<file path="src/rtl/core_io_bridge.sv">
// core_io_bridge: board-I/O front end for an N-core CPU array.
// Raw switches/buttons are synchronised and debounced. The active core's input
// register is loaded from the data switches, every core's output port is
// captured, and the active core's {in, out} pair drives the digit bus.
module core_io_bridge #(
    parameter int unsigned N_CORES         = 4,
    parameter int unsigned DATA_W          = 8,
    parameter int unsigned SEL_W           = 4,
    parameter int unsigned DEBOUNCE_CYCLES = 16,
    parameter bit          AUTO_LOAD       = 1'b1
) (
    input  logic                        clk,
    input  logic                        reset,
    input  logic [DATA_W-1:0]           sw_data,
    input  logic [SEL_W-1:0]            sw_sel,
    input  logic [3:0]                  buttons,
    output logic [N_CORES*DATA_W-1:0]   core_in,
    output logic [N_CORES-1:0]          core_in_valid,
    input  logic [N_CORES*DATA_W-1:0]   core_out,
    input  logic [N_CORES-1:0]          core_out_valid,
    output logic [SEL_W-1:0]            active_core,
    output logic [2*DATA_W-1:0]         digits,
    output logic [3:0]                  btn_pulse
);

    // All raw inputs are debounced as one vector: {buttons, sw_sel, sw_data}.
    localparam int unsigned RAW_W   = DATA_W + SEL_W + 4;
    localparam int unsigned SEL_LSB = DATA_W;
    localparam int unsigned BTN_LSB = DATA_W + SEL_W;
    // The counter only has to reach DEBOUNCE_CYCLES-1 before the value flips.
    localparam int unsigned CNT_W   = (DEBOUNCE_CYCLES > 1) ? $clog2(DEBOUNCE_CYCLES) : 1;

    logic [RAW_W-1:0]              raw;
    logic [RAW_W-1:0]              sync1_q, sync2_q;
    logic [RAW_W-1:0]              deb_q, deb_d;
    logic [RAW_W-1:0][CNT_W-1:0]   cnt_q, cnt_d;

    logic [DATA_W-1:0]             deb_data;
    logic [SEL_W-1:0]              deb_sel;
    logic [DATA_W-1:0]             data_prev_q;
    logic                          data_change;
    logic                          sel_in_range;
    logic                          load_en;
    logic                          clear_en;

    logic [3:0]                    btn_pulse_q, btn_pulse_d;
    logic [SEL_W-1:0]              active_q, active_d;
    logic [N_CORES-1:0][DATA_W-1:0] in_q, in_d;
    logic [N_CORES-1:0][DATA_W-1:0] out_q, out_d;
    logic [N_CORES-1:0]            valid_q, valid_d;
    logic [2*DATA_W-1:0]           digits_q, digits_d;

    assign raw = {buttons, sw_sel, sw_data};

    // Two-flop synchroniser for every raw bit.
    always_ff @(posedge clk or negedge reset) begin
        if (!reset) begin
            sync1_q <= '0;
            sync2_q <= '0;
        end else begin
            // NOTE: non-blocking here so both flops sample pre-edge values and form a real two-stage chain.
            sync1_q <= raw;
            sync2_q <= sync1_q;
        end
    end

    // Per-bit debounce: flip after DEBOUNCE_CYCLES consecutive differing samples.
    always_comb begin
        // NOTE: defaults first so every path assigns every bit and no latch is inferred.
        deb_d = deb_q;
        cnt_d = '0;
        for (int i = 0; i < RAW_W; i++) begin
            if (sync2_q[i] != deb_q[i]) begin
                if (cnt_q[i] == CNT_W'(DEBOUNCE_CYCLES - 1)) begin
                    deb_d[i] = sync2_q[i];
                end else begin
                    cnt_d[i] = cnt_q[i] + 1'b1;
                end
            end
        end
    end

    assign deb_data     = deb_q[DATA_W-1:0];
    assign deb_sel      = deb_q[SEL_LSB +: SEL_W];
    assign data_change  = (deb_data != data_prev_q);
    assign sel_in_range = (32'(deb_sel) < N_CORES);
    assign btn_pulse_d  = deb_d[BTN_LSB +: 4] & ~deb_q[BTN_LSB +: 4];
    assign load_en      = AUTO_LOAD ? data_change : btn_pulse_q[0];
    assign clear_en     = btn_pulse_q[1];

    // Core selection, load/clear/capture of the register banks, digit mux.
    always_comb begin
        // A valid select applies before the load, so data lands on the new core.
        active_d = sel_in_range ? deb_sel : active_q;
        in_d     = in_q;
        out_d    = out_q;
        valid_d  = '0;
        for (int k = 0; k < N_CORES; k++) begin
            if (clear_en && active_d == SEL_W'(k)) begin
                in_d[k]  = '0;
                out_d[k] = '0;
            end
            // Load overrides clear on in_reg; capture overrides clear on out_reg.
            if (load_en && active_d == SEL_W'(k)) begin
                in_d[k]    = deb_data;
                valid_d[k] = 1'b1;
            end
            if (core_out_valid[k]) begin
                out_d[k] = core_out[k*DATA_W +: DATA_W];
            end
        end
        digits_d = '0;
        for (int k = 0; k < N_CORES; k++) begin
            if (active_q == SEL_W'(k)) begin
                digits_d = {in_q[k], out_q[k]};
            end
        end
    end

    // State registers; reset also drops any pending load or button edge.
    always_ff @(posedge clk or negedge reset) begin
        if (!reset) begin
            deb_q       <= '0;
            cnt_q       <= '0;
            data_prev_q <= '0;
            btn_pulse_q <= '0;
            active_q    <= '0;
            in_q        <= '0;
            out_q       <= '0;
            valid_q     <= '0;
            digits_q    <= '0;
        end else begin
            deb_q       <= deb_d;
            cnt_q       <= cnt_d;
            data_prev_q <= deb_data;
            btn_pulse_q <= btn_pulse_d;
            active_q    <= active_d;
            in_q        <= in_d;
            out_q       <= out_d;
            valid_q     <= valid_d;
            digits_q    <= digits_d;
        end
    end

    assign core_in       = in_q;
    assign core_in_valid = valid_q;
    assign active_core   = active_q;
    assign digits        = digits_q;
    assign btn_pulse     = btn_pulse_q;

endmodule

</file>
<file path="config.mk">
export PLATFORM = sky130hd
export DESIGN_NAME = core_io_bridge
export DESIGN_NICKNAME = d
export VERILOG_FILES = /design/src/rtl/core_io_bridge.sv
export SDC_FILE = /design/constraint.sdc
export NUM_CORES = 1
export LEC_CHECK = 0
export ABC_AREA = 1
export ABC_CLOCK_PERIOD_IN_PS = 2400
export CORE_MARGIN = 2
export CORE_UTILIZATION = 60
export CTS_BUF_LIST = sky130_fd_sc_hd__clkbuf_4 sky130_fd_sc_hd__clkbuf_8
export DETAILED_ROUTE_END_ITERATION = 6
export PLACE_DENSITY = 0.86
export SLEW_MARGIN = 20
export SYNTH_ARGS = -nofsm -noshare
export SYNTH_HDL_FRONTEND = slang
export SYNTH_SLANG_ARGS = --single-unit
</file>
<file path="constraint.sdc">
create_clock -name clk -period 2.4 [get_ports clk]
set_input_delay 0.72 -clock clk [delete_from_list [all_inputs] [get_ports clk]]
set_output_delay 0.72 -clock clk [all_outputs]
set_load 0.05 [all_outputs]
</file>
==> impl_metrics.yaml <==
grt:
  grt_pass1_wl_um: 31200
  grt_use_total: 0.270
  grt_pass1_vias: 6265
  overflow: 0
  antenna_found_initial: 0
  grt_max_degree: 61
die:
  initial_core_util: 0.614
  die-area_um2: 15200
  row_count: 43
  chipWidth_um: 123
  ios: 114
  core-area_um2: 13900
  die_y_um: 123
clocking:
  cts_tree: "built"
  htreeDepth: 2
  cts_sinks: 212
  post-cts-setup-buffers: 0
  cts_hold_buf: 0
  clock_latency_ns: 0.51
  cts_buffers: 34
  clk_path_buf_depth: 3
  path_clk_slew_ns: 0.06
  cts-root-buf: "clkbuf_8"
timing:
  period_share: 0.984
  timing.hold.ws_ns: 0.143
  worst_slew_pin_slew_ns: 0.597
  hold_viol_final: 0
  clock_skew_ns: 0.0199
  fmaxAchievable_mhz: 424
  setup-violations-final: 0
  slew_violations: 0
  layout_min_cycle_time_ns: 2.36
  finalSetupTns_ns: 0
  max_slew_margin: 0.603
synthesis:
  yosys_warnings: 0
  synth_area_um2: 8520
  synth-seq-cells: 212
  seq_area_frac_synth: 0.623
  syn_inst: 819
  synth_area_per_cell_um2: 10.4
  synth.distinct_cells: 27
  synth_nets: 889
setup_path:
  critPathKind: "reg2out"
  startpoint_type: "flop"
  reg2reg_slack_ns: 0.52
  crit_family: "buffers and inverters"
  cp_max_fo: 1
  r2r_start: "deb_q[10]"
  crit_path_end: "core_in_valid[1]"
  slowest_stage: "clkdlybuf4s50_1"
  arrival_ns: 1.64
  crit_start: "core_in_valid[1]"
  critPathMaxStageDelay_ns: 0.80
  crit_chain: "clkdlybuf4s50_1"
  end_kind: "output pin"
  critical_path_depth: 1
  crit_required_ns: 1.68
  r2r_end: "core_in[11]"
  crit_buf_inv: 1
  reg2reg_depth: 6
finish:
  layout_common_cells: "211 x dfrtp_1, 177 x nand3_1, 136 x nand2_1, 66 x inv_1, 65 x nor2_1"
  multi_input_area_um2: 2810
  antennaDiodeCount: 0
  fillers: 929
  final_nets: 1026
  drive_above_1_share: 0.108
  regArea_um2: 5310
  final_common_cell: "dfrtp_1"
  area_growth_pct: 24.3
power:
  ir_worst_vdd_uv: 500
  cellPowerDensity_nw_per_um2: 706
  power.leakage_nw: 5.61
detailed_routing:
  wl_per_cell_um: 17.1
  drt_pre_antenna_iters: 7
  num_vias: 6359
  drcViolationCount: 1
  viasPerCell: 5.48
  routed_wl_um: 19900
  initialDrtViolationCount: 502
  ant_nets: 0
placed_design:
  io_buffers: 113
  dpl.hpwl_um: 13500
  place.gp.congestion: 0.839
worst_hold_path:
  worstHoldPathType: "in2async"
run_status:
  status: "finished, violations left"
  violations: "DRC"
job:
  maxCapViolCount: 0
-- cells in the mapped netlist, drive strengths merged --
cell       n  share of area
a21oi     10         0.0059
and2       4         0.0029
buf       16          0.012
clkbuf    12         0.0053
clkinv     1        0.00044
dfrtp    212           0.62
ha        16          0.024
inv       67          0.030
mux2       7         0.0093
nand2    146          0.069
nand3    178           0.11
nor2      71          0.038
nor3       4         0.0024
o2111ai   16          0.016
o21a       1        0.00088
o21ai     11         0.0078
xnor2     28          0.029
xor2      19          0.020
-- stage by stage --
stage / util / total power [mW] / cell area, um2 / setup slack, ns / std cells
after detailed placement: 0.713 / 4.39 / 9900 / 0.435 / 1100
final: 0.763 / 7.48 / 10600 / 0.0391 / 1160
after global routing: 0.763 / 7.78 / 10600 / -0.0178 / 1160
after CTS: 0.761 / 7.55 / 10600 / 0.00150 / 1160
after global placement: 0.713 / 4.36 / 9900 / 0.448 / 1100
after floorplan: - / 4.11 / 8520 / 0.576 / 819
-- cell type report --
cell class,count,area share
flip-flops and latches,212,0.501
multi-input cells,511,0.265
repair buffers,129,0.121
clock buffers,54,0.0643
inverters,68,0.0243
well taps,180,0.0213
clock inverters,6,0.00307
-- kinds of logic (layout without fill, tap and decap cells) --
kind of cell,count (synthesis),in the layout,synth area share
AOI/OAI and AO/OA,38,38,0.0310
xor gates and xnor gates,47,47,0.0483
adders and majority gates,16,16,0.0235
buffers and inverters,96,257,0.0479
DFF,212,212,0.623
muxes,7,7,0.00925
and+or+nand+nor,403,403,0.217
-- sequential cells by signal, indices dropped and copies added (netlist names) --
name	flops
btn_pulse	4
sync1_q	16
cnt_q	64
core_in_valid	4
active_core	4
deb_q	16
digits	16
core_in	32
out_q	32
data_prev_q	8
sync2_q	16
-- where the power goes --
| group | internal (mW) | switching (mW) | total [mW] |
|---|---|---|---|
| combinational | 0.216 | 0.281 | 0.497 |
| sequential | 3.73 | 0.0969 | 3.83 |
| clock | 1.80 | 1.35 | 3.15 |
-- worst min-delay path by stage --
stage | slack, ns | depth (start not counted) | from | endpoint
final | 0.14 | 1 | reset | sync2_q[12]
after floorplan | 0.33 | 0 | sync1_q[0] | sync2_q[0]
after detailed placement | 0.33 | 0 | sync1_q[15] | sync2_q[15]
after CTS | 0.16 | 1 | reset | cnt_q[50]
after global routing | 0.17 | 1 | reset | btn_pulse[0]
after global placement | 0.33 | 0 | sync1_q[3] | sync2_q[3]
-- per-layer routing --
layer	up-vias	track usage	wire length [um]
met5	-	0	0
met4	0	0.103	572
met3	50	0.0798	1650
met2	259	0.426	9460
met1	3085	0.358	8180
li1	2965	-	-
-- repair_timing --
| action | 4_1_cts | 5_1_grt |
|---|---|---|
| setup endpoints to repair | 38 | 10 |
| endpoints found under the hold margin | 0 | 0 |
| gates resized for setup | 38 | 10 |
(Power assumes the default switching activity.)
